**src/rtl/alu_seq.sv**
```systemverilog
// Sequential ALU: handshaked WIDTH-bit ops, registered result/flags, 1-bit-per-cycle shifter.
// Optional shift-add multiplier on op 12 is enabled by defining ALU_SEQ_MUL_EN.
module alu_seq #(
  parameter int WIDTH = 8
) (
  input  logic             clk,
  input  logic             rst,
  input  logic             in_valid,
  output logic             in_ready,
  input  logic [3:0]       op,
  input  logic [WIDTH-1:0] operand_a,
  input  logic [WIDTH-1:0] operand_b,
  output logic             out_valid,
  input  logic             out_ready,
  output logic [WIDTH-1:0] out_result,
  output logic             out_carry,
  output logic             out_zero,
  output logic             busy
);

  localparam int SHAMT_W = $clog2(WIDTH) + 1;

  localparam logic [3:0] OP_ADD      = 4'd0;
  localparam logic [3:0] OP_SUB      = 4'd1;
  localparam logic [3:0] OP_AND      = 4'd2;
  localparam logic [3:0] OP_OR       = 4'd3;
  localparam logic [3:0] OP_XOR      = 4'd4;
  localparam logic [3:0] OP_NOT      = 4'd5;
  localparam logic [3:0] OP_SHL      = 4'd6;
  localparam logic [3:0] OP_SHR      = 4'd7;
  localparam logic [3:0] OP_SAR      = 4'd8;
  localparam logic [3:0] OP_BOOL_AND = 4'd9;
  localparam logic [3:0] OP_BOOL_OR  = 4'd10;
  localparam logic [3:0] OP_BOOL_NOT = 4'd11;
`ifdef ALU_SEQ_MUL_EN
  localparam logic [3:0] OP_MUL      = 4'd12;
`endif

  typedef enum logic [1:0] {
    S_IDLE,
    S_SHIFT,
`ifdef ALU_SEQ_MUL_EN
    S_MUL,
`endif
    S_DONE
  } state_t;

  state_t             state, next_state;
  logic [3:0]         op_q, op_d;
  logic [WIDTH-1:0]   work_q, work_d;
  logic [SHAMT_W-1:0] cnt_q, cnt_d;
  logic [WIDTH-1:0]   result_q, result_d;
  logic               carry_q, carry_d;
  logic               zero_q, zero_d;
  logic               load;
  logic [WIDTH:0]     sum, diff;
  logic               big_shift;
  logic [WIDTH-1:0]   step_res;
  logic               step_bit;
`ifdef ALU_SEQ_MUL_EN
  logic [2*WIDTH-1:0] acc_q, acc_d, mcand_q, mcand_d, acc_step;
  logic [WIDTH-1:0]   mplier_q, mplier_d;
`endif

  assign sum       = {1'b0, operand_a} + {1'b0, operand_b};
  assign diff      = {1'b0, operand_a} - {1'b0, operand_b};
  assign big_shift = {1'b0, operand_b} >= (WIDTH+1)'(WIDTH);

  // One-bit step of the iterative shifter, driven by the latched opcode.
  always_comb begin
    step_res = {1'b0, work_q[WIDTH-1:1]};
    step_bit = work_q[0];
    case (op_q)
      OP_SHL:  begin
        step_res = {work_q[WIDTH-2:0], 1'b0};
        step_bit = work_q[WIDTH-1];
      end
      OP_SAR:  step_res = {work_q[WIDTH-1], work_q[WIDTH-1:1]};
      default: ;
    endcase
  end

  // Next-state and datapath; the zero flag is refreshed only when a final result is written.
  always_comb begin
    next_state = state;
    op_d       = op_q;
    work_d     = work_q;
    cnt_d      = cnt_q;
    result_d   = result_q;
    carry_d    = carry_q;
    zero_d     = zero_q;
    load       = 1'b0;
`ifdef ALU_SEQ_MUL_EN
    acc_d      = acc_q;
    mcand_d    = mcand_q;
    mplier_d   = mplier_q;
    acc_step   = acc_q + (mplier_q[0] ? mcand_q : '0);
`endif
    case (state)
      S_IDLE: begin
        if (in_valid) begin
          op_d       = op;
          load       = 1'b1;
          next_state = S_DONE;
          result_d   = '0;
          carry_d    = 1'b0;
          case (op)
            OP_ADD:      {carry_d, result_d} = sum;
            OP_SUB:      {carry_d, result_d} = diff;
            OP_AND:      result_d = operand_a & operand_b;
            OP_OR:       result_d = operand_a | operand_b;
            OP_XOR:      result_d = operand_a ^ operand_b;
            OP_NOT:      result_d = ~operand_a;
            OP_BOOL_AND: result_d = {{(WIDTH-1){1'b0}}, (|operand_a) & (|operand_b)};
            OP_BOOL_OR:  result_d = {{(WIDTH-1){1'b0}}, (|operand_a) | (|operand_b)};
            OP_BOOL_NOT: result_d = {{(WIDTH-1){1'b0}}, ~(|operand_a)};
            OP_SHL, OP_SHR, OP_SAR: begin
              if (operand_b == '0) begin
                result_d = operand_a;
              end else if (big_shift) begin
                result_d = (op == OP_SAR) ? {WIDTH{operand_a[WIDTH-1]}} : '0;
              end else begin
                load       = 1'b0;
                work_d     = operand_a;
                cnt_d      = operand_b[SHAMT_W-1:0];
                next_state = S_SHIFT;
              end
            end
`ifdef ALU_SEQ_MUL_EN
            OP_MUL: begin
              load       = 1'b0;
              acc_d      = '0;
              mcand_d    = {{WIDTH{1'b0}}, operand_a};
              mplier_d   = operand_b;
              cnt_d      = SHAMT_W'(WIDTH);
              next_state = S_MUL;
            end
`endif
            default: ;
          endcase
        end
      end
      S_SHIFT: begin
        work_d  = step_res;
        carry_d = step_bit;
        cnt_d   = cnt_q - 1'b1;
        if (cnt_q == SHAMT_W'(1)) begin
          result_d   = step_res;
          load       = 1'b1;
          next_state = S_DONE;
        end
      end
`ifdef ALU_SEQ_MUL_EN
      S_MUL: begin
        acc_d    = acc_step;
        mcand_d  = mcand_q << 1;
        mplier_d = mplier_q >> 1;
        cnt_d    = cnt_q - 1'b1;
        if (cnt_q == SHAMT_W'(1)) begin
          result_d   = acc_step[WIDTH-1:0];
          carry_d    = |acc_step[2*WIDTH-1:WIDTH];
          load       = 1'b1;
          next_state = S_DONE;
        end
      end
`endif
      S_DONE: begin
        if (out_ready) next_state = S_IDLE;
      end
      default: next_state = S_IDLE;
    endcase
    if (load) zero_d = (result_d == '0);
  end

  always_ff @(posedge clk or posedge rst) begin
    if (rst) state <= S_IDLE;
    else     state <= next_state;
  end

  // A reset in mid-operation simply discards all working state.
  always_ff @(posedge clk or posedge rst) begin
    if (rst) begin
      op_q     <= '0;
      work_q   <= '0;
      cnt_q    <= '0;
      result_q <= '0;
      carry_q  <= 1'b0;
      zero_q   <= 1'b0;
`ifdef ALU_SEQ_MUL_EN
      acc_q    <= '0;
      mcand_q  <= '0;
      mplier_q <= '0;
`endif
    end else begin
      op_q     <= op_d;
      work_q   <= work_d;
      cnt_q    <= cnt_d;
      result_q <= result_d;
      carry_q  <= carry_d;
      zero_q   <= zero_d;
`ifdef ALU_SEQ_MUL_EN
      acc_q    <= acc_d;
      mcand_q  <= mcand_d;
      mplier_q <= mplier_d;
`endif
    end
  end

  assign in_ready   = (state == S_IDLE) && !rst;
  assign out_valid  = (state == S_DONE);
  assign busy       = (state != S_IDLE);
  assign out_result = result_q;
  assign out_carry  = carry_q;
  assign out_zero   = zero_q;

endmodule

```
**config.mk**
```make
export PLATFORM = sky130hd
export DESIGN_NAME = alu_seq
export DESIGN_NICKNAME = d
export VERILOG_FILES = /design/src/rtl/alu_seq.sv
export SDC_FILE = /design/constraint.sdc
export NUM_CORES = 1
export LEC_CHECK = 0
export CAP_MARGIN = 20
export CORE_ASPECT_RATIO = 1.5
export CORE_MARGIN = 2
export CORE_UTILIZATION = 37
export CTS_BUF_LIST = sky130_fd_sc_hd__clkbuf_8
export DETAILED_ROUTE_END_ITERATION = 16
export PLACE_DENSITY = 0.58
export SETUP_SLACK_MARGIN = 0.15
export SYNTH_ARGS = -nofsm -noshare
export SYNTH_HDL_FRONTEND = slang
export SYNTH_SLANG_ARGS = --single-unit
```
**constraint.sdc**
```tcl
create_clock -name clk -period 2.9 [get_ports clk]
set_clock_uncertainty 0.15 [all_clocks]
set_input_delay 0.58 -clock clk [delete_from_list [all_inputs] [get_ports clk]]
set_output_delay 0.58 -clock clk [all_outputs]
set_load 0.01 [all_outputs]
```
==> run_results.csv <==
group,metric,value,unit
placed_design,place_inst,580,
synthesis,yosysWarningCount,0,
die,dieArea,8386,um^2
placed_design,hpwl,7979,um
die,rows,39,
setup_path,crit_type,"input pin to flip-flop",
synthesis,synth_area_per_cell,8.070,um^2
routing,drt_iter0_markers,139,
timing,setup_violations,1,
power_and_ir_drop,pwr-share-comb,46.8,%
routing,route.detailed.drc,0,
layout,area_delta_synth_final,57.64,%
setup_path,worstSetupStartpointType,"input pin",
synthesis,seq_area_frac_synth,24.73,%
placed_design,dp_slack,-0.8059,ns
power_and_ir_drop,switching_share,34.08,%
synthesis,synth_edf_count,0,
layout,final_common_cell,"buf_4",
routing,routedWlPerCell,16.69,um
clock_tree,cts_tree,"built",
layout,final_cells,595,
clock_tree,clockBufferDepth,2,
timing,fin_crit_sh,102.2,%
hold_path,hp-class,"flip-flop to flip-flop",
timing,holdWs,0.3721,ns
timing,rsz0062_at_grt,"yes",
timing,worst_slack,-0.06346,ns
synthesis,ys_types,65,
synthesis,synth.net_count,403,
timing,tightestPinTransition,0.6448,ns
die,floorplan.initialDensity,37.70,%
timing,hold_violations,0,
layout,seq_area,700.7,um^2
synthesis,netlist_area,2833,um^2
grt,grt.overflow.total,0,
die,core_area,7515,um^2
grt,grt_pass1_vias,3352,
clock_tree,clock_latency,0.29,ns
clock_tree,htreeDepth,1,
die,die_width,75.44,um
die,ios,37,
timing,slew_viol_final,0,
power_and_ir_drop,p_leak,2.103,nW
clock_tree,numCtsBuffers,3,
routing,wirelength,9929,um
setup_path,max_stage_delay,0.49,ns
layout,design_area,4466,um^2
synthesis,ys_ff_latch,28,
job,cap_violations,0,
synthesis,synthFlopType,"dfrtp_1",
power_and_ir_drop,ir_drop,222.4,uV
layout,multi_input_area,2200,um^2
routing,viasPerCell,5.459,
placed_design,port-buffer-count,36,
layout,drive_gt1_share,37.53,%
grt,antenna_found_initial,0,
setup_path,crit_path_end_kind,"flip-flop",
routing,drt.antenna.violating_nets,0,
setup_path,crit_fanout,3,
routing,vias,3248,
clock_tree,clk_pin_slew,0.10,ns
setup_path,required,2.94,ns
layout,fillers,716,
grt,grt_max_degree,29,
die,dieHeight,111.2,um
timing,post-route-min-period,2.963,ns
timing,relSlewSlack,56.62,%
power_and_ir_drop,p_clk_share,20.6,%
run_status,outcome,"finished with violations",
power_and_ir_drop,p_per_area,347.1,nW/um^2
setup_path,path_cells,"buf_6 -> ha_4 -> fa_2 -> a21oi_4 -> o21ai_2 -> a221o_1 -> nand2_2 -> o211ai_1 -> a221o_1 -> or4_4 -> o41ai_2",
grt,grt_pass1_wl,16380,um
synthesis,netlist_instances,351,
setup_path,worst_path_max_delay_cell,"or4_4",
grt,grt_usage,25.30,%
routing,dr.pass1.iters,4,
placed_design,postPlaceCellArea,4073,um^2
setup_path,critPathMostFrequentCell,"a221o_1",
clock_tree,cts.sinks,28,
layout,antennaDiodeCount,0,
setup_path,cp.arrival,3.01,ns
power_and_ir_drop,power.internal,1.022,mW
run_status,failed_checks,"setup timing",
synthesis,async_reset_ff_share,100.0,%
layout,fin_nets,546,
timing,fmax,337.4,MHz
placed_design,place_congestion,0.9624,
clock_tree,ctsHoldBuffers,0,
synthesis,synth_area_leaders,"dfrtp_1 25%, ha_1 11%, nand2_1 6.0%",
power_and_ir_drop,p_switching,528.2,uW
synthesis,netlist.area_leader.share,24.73,%
synthesis,yosys.area.top_type,"dfrtp_1",
power_and_ir_drop,pwr-share-seq,32.5,%
layout,layout_common_cells,"109 x buf_4, 44 x nand2_1, 29 x nor2_1, 28 x dfrtp_1, 21 x inv_1",
clock_tree,cts-root-buf,"clkbuf_8",
final timing paths:
| check | from | to | slack, ns | cells after the start |
|---|---|---|---|---|
| max | operand_a[0] | out_zero | -0.06 | 11 |
| min | op_q[1] | op_q[1] | 0.37 | 2 |
| max reg2reg | cnt_q[1] | out_zero | 0.14 | 10 |
| min reg2reg | op_q[1] | op_q[1] | 0.37 | 2 |
| max in group asynchronous | rst | work_q[3] | 1.80 | 3 |
| min in group asynchronous | rst | state[0] | 0.54 | 3 |
cell type report:
type / count / share of cell area, %
well taps: 102 / 2.858
flip-flops and latches: 28 / 15.69
repair buffers: 152 / 27.88
inverters: 31 / 2.718
clock inverters: 1 / 0.6725
clock buffers: 3 / 0.9246
multi-input cells: 278 / 49.26
synthesized netlist by cell type (all sizes together) (3+ instances only):
cell type and count:
inv 31, nor3 5, ha 26, a31oi 8, nor2 31, a21o 4
clkbuf 8, nand2b 3, nand3 4, o22ai 3, a22oi 4, a221o 5
o21bai 3, and2 3, or4 3, xnor2 5, o31ai 3, o21ai 28
mux2i 11, nand2 45, nor4 4, a32oi 3, buf 6, o41ai 3
a21oi 17, o211ai 7, dfrtp 28, mux2 7, a311oi 3, a211oi 3
nor2b 10
power groups by stage:
stage	Clock [mW]	Sequential (mW)	Combinational, mW
2_1_floorplan	0	0.509	0.295
3_3_place_gp	0	0.511	0.636
3_5_place_dp	0	0.512	0.644
4_1_cts	0.325	0.504	0.701
5_1_grt	0.337	0.513	0.791
6_report	0.320	0.504	0.726
sequential cells by signal, indices dropped and copies added (netlist names):
register and count:
work_q 8, cnt_q 4, out_carry 1, out_result 8, out_zero 1, op_q 4, state 2
timing repair:
action	CTS	global route
gates resized for setup	86	21
setup endpoints to repair	20	17
setup buffers	11	0
endpoints found under the hold margin	0	0
pin swaps	30	10
cells by family (layout without fill, tap and decap cells):
group | Yosys count | after routing | share of synthesized area, %
AO/OA/AOI/OAI | 110 | 110 | 27.08
XOR/XNOR | 6 | 6 | 1.855
adder cells (fa/ha/maj) | 28 | 28 | 12.90
buffers and inverters | 45 | 187 | 6.404
flip-flops | 28 | 28 | 24.73
multiplexers | 18 | 18 | 6.670
AND/OR/NAND/NOR | 116 | 116 | 20.36
per-stage QoR:
stage | utilization (%) | total power, mW | setup TNS [ns]
after CTS | 58.46 | 1.531 | -0.1561
after detailed placement | 54.20 | 1.156 | -7.345
final | 59.42 | 1.550 | -0.06346
after global placement | 54.20 | 1.147 | -8.054
after floorplan | - | 0.8044 | -0.03639
after global routing | 59.42 | 1.640 | -0.1447
worst max-delay path, delay by kind of cell:
kind                       cells  cell delay (ns)
AOI/OAI and AO/OA              6             1.18
and+or+nand+nor                2             0.58
adders and majority gates      2             0.55
buffers and inverters          1             0.11
per-layer routing:
metal / up-vias / wire length, um / GRT usage, % / part of all wire [%]
met1: 1559 / 3830 / 28.39 / 39
li1: 1559 / - / - / -
met2: 100 / 5386 / 45.28 / 54
met3: 30 / 307 / 2.273 / 3.1
met4: 0 / 405 / 12.51 / 4.1
met5: - / 0 / 0 / 0
Power figures use the tool's default switching activity.
==> variant 1, RTL diff (same flow settings) <==
The 3 states of `state_t` get a one-hot encoding in 3 bits.
--- a/src/rtl/alu_seq.sv
+++ b/src/rtl/alu_seq.sv
@@ -36,13 +36,13 @@
   localparam logic [3:0] OP_MUL      = 4'd12;
 `endif
 
-  typedef enum logic [1:0] {
-    S_IDLE,
-    S_SHIFT,
+  typedef enum logic [2:0] {
+    S_IDLE  = 3'b001,
+    S_SHIFT = 3'b010,
 `ifdef ALU_SEQ_MUL_EN
     S_MUL,
 `endif
-    S_DONE
+    S_DONE  = 3'b100
   } state_t;
 
   state_t             state, next_state;
Behaviour: same outputs for any inputs over 10 cycles, from zero or initial values and one cycle with rst high; not proved beyond that.
==> variant 1 against the unedited design <==
- setup slack better by 0.29 ns
- first-iteration DRC count is 22% higher
- routed wire length hardly changed
- final area is 0.87% lower
- area after synthesis is 5.5% higher
- count of clock-buffer cells in the layout is 2 higher
- sequential cell count is 1 higher
- total power is 52% higher
- non-clock buffer count is 22 lower
- sequential power is 49% higher
- critical path type unchanged
==> variant 1: results (changes against the unedited design) <==
Outcome: finished, final reports clean (was complete, but fails checks)
Initial antenna violation count: 0 (unchanged)
Layout Nets: 534 (was 546)
Fin cells: 588 (was 595)
Diodes inserted: 0 (unchanged)
R2R depth: 8 (was 10)
First-pass detailed-route iteration total: 4 (unchanged)
H-Tree Depth: 2 (was 1)
Async S/R FF share, synth: 100% (unchanged)
Final Wtd Congestion: 0.874 (was 0.962)
Clock tree buffer depth: 2 (unchanged)
Post-DP HPWL: 7.70 mm (was 7.98 mm)
Primary FF master, synth: dfrtp_1 (unchanged)
Vias post-DR: 3218 (was 3248)
Sequential share of the synthesized area: 24.3% (was 24.7%)
Largest net degree at the start of global routing: 41 (was 29)
Synth Instances: 367 (was 351)
Internal cell power: 0.00143 W (was 0.00102 W)
Met3 Usage GRT: 2.44% (was 2.27%)
Worst IR Drop VDD: 0.233 mV (was 0.222 mV)
Worst Path Arrival: 2.75 ns (was 3.01 ns)
Distinct cell type count after synthesis: 73 (was 65)
Reg power frac: 31.9% (was 32.5%)
Register clock-pin slew on the reported worst setup and hold paths: 0.07 ns (was 0.10 ns)
Post-placement setup slack: -0.456 ns (was -0.806 ns)
Hold Crit Depth: 2 (unchanged)
Clk power: 0.000326 W (was 0.000320 W)
Placed cell count: 574 (was 580)
Hold Fails Final Rpt: 0 (unchanged)
DP Area: 4080 um2 (was 4070 um2)
1st-iter DRT viols: 170 (was 139)
Pleak: 2.07 nW (was 2.10 nW)
# fillers: 774 (was 716)
CTS Buf Count: 5 (was 3)
Proportion of layout cells with a drive suffix above 1: 32.3% (was 37.5%)
Yosys warns: 0 (unchanged)
P_sw: 0.000929 W (was 0.000528 W)
First-pass GRT wire length: 15.9 mm (was 16.4 mm)
M2 GR Usage: 41.9% (was 45.3%)
PortBufs: 36 (unchanged)
Pwr top: combinational logic (unchanged)
Root buffer cell: clkbuf_8 (unchanged)
Most common library cells after synthesis: nand2_1 (36), dfrtp_1 (28), nor2_1 (28) (was nand2_1 (45), nor2_1 (30), inv_1 (29))
Min-delay worst type: flip-flop to flip-flop (unchanged)
WL final: 9.93 mm (about the same)
Clock latency at the later pin of the worst-skew pair: 0.29 ns (about the same)
Relative slew margins: 67.6% (was 56.6%)
Post-Synthesis Net Count: 419 (was 403)
Critical-path maximum fanout: 10 (was 3)
Top area cells in the synthesized netlist: dfrtp_1 (23%), ha_1 (11%), a21oi_1 (4.5%) (was dfrtp_1 (25%), ha_1 (11%), nand2_1 (6.0%))
FF+latch area: 727 um2 (was 701 um2)
Tot GR Track Use: 22.9% (was 25.3%)
Met1 usage: 25.2% (was 28.4%)
==> variant 1: changes by cell type in the layout (fill, tap and decap cells not counted), moves of 8 or more <==
cell,change
mux2_2,+9
a21oi_1,+14
buf_4,-28
nand2_1,-8
==> variant 1: cell families after synthesis <==
kind of cell	count (synthesis)	share of synthesized area [%]
buf+inv	48	6.49
xor+xnor	3	0.880
simple gates	137	25.2
mux	22	7.75
fa+ha+maj	28	12.2
compound gates	100	23.2
flops	29	24.3
==> variant 1: path summary, 6_finish.rpt <==
check,end,slack (ns),start
hold reg to reg,op_q[2],0.38,op_q[2]
min in group asynchronous,work_q[1],0.56,rst
setup reg to reg,out_zero,0.42,state[0]
hold / removal,op_q[2],0.38,op_q[2]
setup / recovery,out_zero,0.23,in_valid
max in group asynchronous,state[0],1.73,rst
==> variant 1: repair_timing <==
action | CTS | global route
setup buffers | 3 | 1
setup endpoints to repair | 15 | 4
hold buffers | 0 | 0
pin swaps | 16 | 15
cloned | 0 | 2
gates resized for setup | 36 | 39
==> variant 1: area by class of cell <==
class | count | area share [%]
multi-input combinational | 290 | 50.3
timing repair buffer | 130 | 26.3
sequential | 29 | 16.4
tap | 105 | 2.97
inverter | 26 | 2.20
clock buffer | 5 | 1.55
clock inverter | 3 | 0.311
==> variant 1: worst max-delay path: stages <==
cell and delay [ns]:
clkdlybuf4s50_1 0.50, nand4bb_1 0.26, buf_4 0.27, nand2_1 0.07
mux2i_1 0.08, or3_1 0.34, nand4b_1 0.24, nor4_4 0.24
a31o_1 0.17
==> variant 1: routing by layer <==
layer	part of all wire, %	vias up
met1	39	1531
met2	53	84
met5	0	-
li1	-	1568
met3	2.9	35
met4	5.5	0
==> variant 2, RTL diff (same flow settings) <==
Without the edit above. Change the parameter `WIDTH` from 8 to 32.
--- a/src/rtl/alu_seq.sv
+++ b/src/rtl/alu_seq.sv
@@ -1,7 +1,7 @@
 // Sequential ALU: handshaked WIDTH-bit ops, registered result/flags, 1-bit-per-cycle shifter.
 // Optional shift-add multiplier on op 12 is enabled by defining ALU_SEQ_MUL_EN.
 module alu_seq #(
-  parameter int WIDTH = 8
+  parameter int WIDTH = 32
 ) (
   input  logic             clk,
   input  logic             rst,
Ports: changed (resized operand_a, operand_b and out_result); port bits go from 37 to 109. No check against the original RTL was run, so the function may have changed too.
==> variant 2 against the unedited design <==
- the flow still finishes with violations (setup timing)
- sequential cell count up 50
- routed wire length rose to 6.0 times the old value
- sequential share of layout area down 5.4 points
- largest cell class unchanged
- via count rose to 4.5 times the old value
- final area rose to 4.3 times the old value
- die area rose to 3.6 times the old value
- critical endpoint unchanged
- setup slack worse by 1.0 ns
- total power rose to 3.7 times the old value
- area after synthesis rose to 3.7 times the old value
==> variant 2: results (changes against the unedited design) <==
Outcome: complete, but fails checks (unchanged)
Failing checks: setup timing (unchanged)
PortBufs: 108 (was 36)
Worst IR Drop VDD: 0.237 mV (was 0.222 mV)
Sequential share of the synthesized area: 18.5% (was 24.7%)
First-pass GRT wire length: 87.2 mm (was 16.4 mm)
PD cells: 301 nW/um2 (was 347 nW/um2)
R2R depth: 16 (was 10)
Worst setup path end: out_zero (unchanged)
Vias in the first global route: 14600 (was 3352)
Most common library cells after synthesis: a21oi_1 (133), nor2_1 (131), nand2_1 (123) (was nand2_1 (45), nor2_1 (30), inv_1 (29))
Hold slack final: 0.249 ns (was 0.372 ns)
Final setup viols: 55 (was 1)
Post-DP HPWL: 45.6 mm (was 7.98 mm)
Top area cells in the synthesized netlist: dfrtp_1 (18%), ha_1 (12%), a21oi_1 (6.3%) (was dfrtp_1 (25%), ha_1 (11%), nand2_1 (6.0%))
Tot GR Track Use: 38.7% (was 25.3%)
Initial antenna violation count: 0 (unchanged)
CP Launch Point: operand_a[0] (unchanged)
Pleak: 8.46 nW (was 2.10 nW)
Worst r2r src: cnt_q[1] (unchanged)
Residual overflow from global routing: 0 (unchanged)
WL final: 59.7 mm (was 9.93 mm)
Register clock-pin slew on the reported worst setup and hold paths: 0.09 ns
Root buffer cell: clkbuf_8 (unchanged)
Post-placement setup slack: -2.25 ns (was -0.806 ns)
Via-to-Cell Ratio: 5.98 (was 5.46)
1st-iter DRT viols: 1164 (was 139)
Clock latency at the later pin of the worst-skew pair: 0.42 ns (was 0.29 ns)
# fillers: 2384 (was 716)
Yosys warns: 0 (unchanged)
P_sw: 0.00233 W (was 0.000528 W)
First-pass detailed-route iteration total: 6 (was 4)
Layout Nets: 2263 (was 546)
Largest net degree at the start of global routing: 74 (was 29)
Post-Synthesis Net Count: 1576 (was 403)
Distinct cell type count after synthesis: 107 (was 65)
Async S/R FF share, synth: 100% (unchanged)
Critical-path maximum fanout: 4 (was 3)
Worst Path Arrival: 4.21 ns (was 3.01 ns)
Power Sequential: 0.00127 W (was 0.000504 W)
Clock tree buffer depth: 2 (unchanged)
Final Worst Setup Slack: -1.11 ns (was -0.0635 ns)
CTS Buf Count: 9 (was 3)
Worst Max-Slew Pin Slew: 0.744 ns (was 0.645 ns)
Reg2reg setup slack: -0.95 ns (was 0.14 ns)
Proportion of layout cells with a drive suffix above 1: 48.0% (was 37.5%)
Final Wtd Congestion: 1.03 (was 0.962)
Post-synth EDFFs: 0 (unchanged)
DRT antenna net count: 0 (unchanged)
Min-delay worst type: primary input to async pin (was flip-flop to flip-flop)
H-Tree Depth: 3 (was 1)
Clock power share: 18.7% (was 20.6%)
variant 2: cell type report:
| cell class | count | area share (%) |
|---|---|---|
| sequential | 78 | 10.3 |
| antenna | 1 | 0.0132 |
| clock inverter | 5 | 0.428 |
| inverter | 109 | 2.52 |
| multi-input combinational | 1126 | 49.6 |
| clock buffer | 11 | 0.797 |
| tap | 346 | 2.28 |
| timing repair buffer | 767 | 34.1 |
variant 2: critical path: stages:
cell and delay, ns:
buf_8 0.07, buf_4 0.10, buf_6 0.09, ha_4 0.14, inv_4 0.04, fa_2 0.34, nand2b_4 0.15, a21o_1 0.19
a21oi_2 0.16, a31oi_1 0.11, buf_4 0.17, o41a_4 0.37, buf_6 0.14, o31ai_4 0.25, or3_1 0.18, a21oi_2 0.07
o32a_1 0.37, nand4bb_1 0.22, nor4b_2 0.27, a32o_2 0.20
variant 2: repair_timing:
item | in CTS | in global routing
resized for setup | 417 | 141
setup endpoints to repair | 76 | 68
cloned | 0 | 7
hold endpoints to repair | 0 | 0
hold buffers | 0 | 0
setup buffers | 95 | 16
pin swaps | 136 | 55
variant 2: per-stage QoR:
step	area, um2	TNS [ns]	std cells
final	19000	-12.05	2443
after global routing	19000	-16.74	2442
after CTS	18400	-5.74	2419
after detailed placement	16200	-75.73	2308
after global placement	16200	-74.74	2308
after floorplan	10900	-2.56	1404
variant 2: metal layers:
layer	global-route usage [%]	wire, um
met4	28.7	5310
met5	0	0
met1	44.3	22100
met3	4.72	3870
met2	65.7	28400
variant 2: cell families after synthesis:
family / synth area share, %
compound gates: 33.8
simple gates: 22.0
buf+inv: 8.39
fa+ha+maj: 12.0
flops: 18.5
mux: 3.89
xor+xnor: 1.49
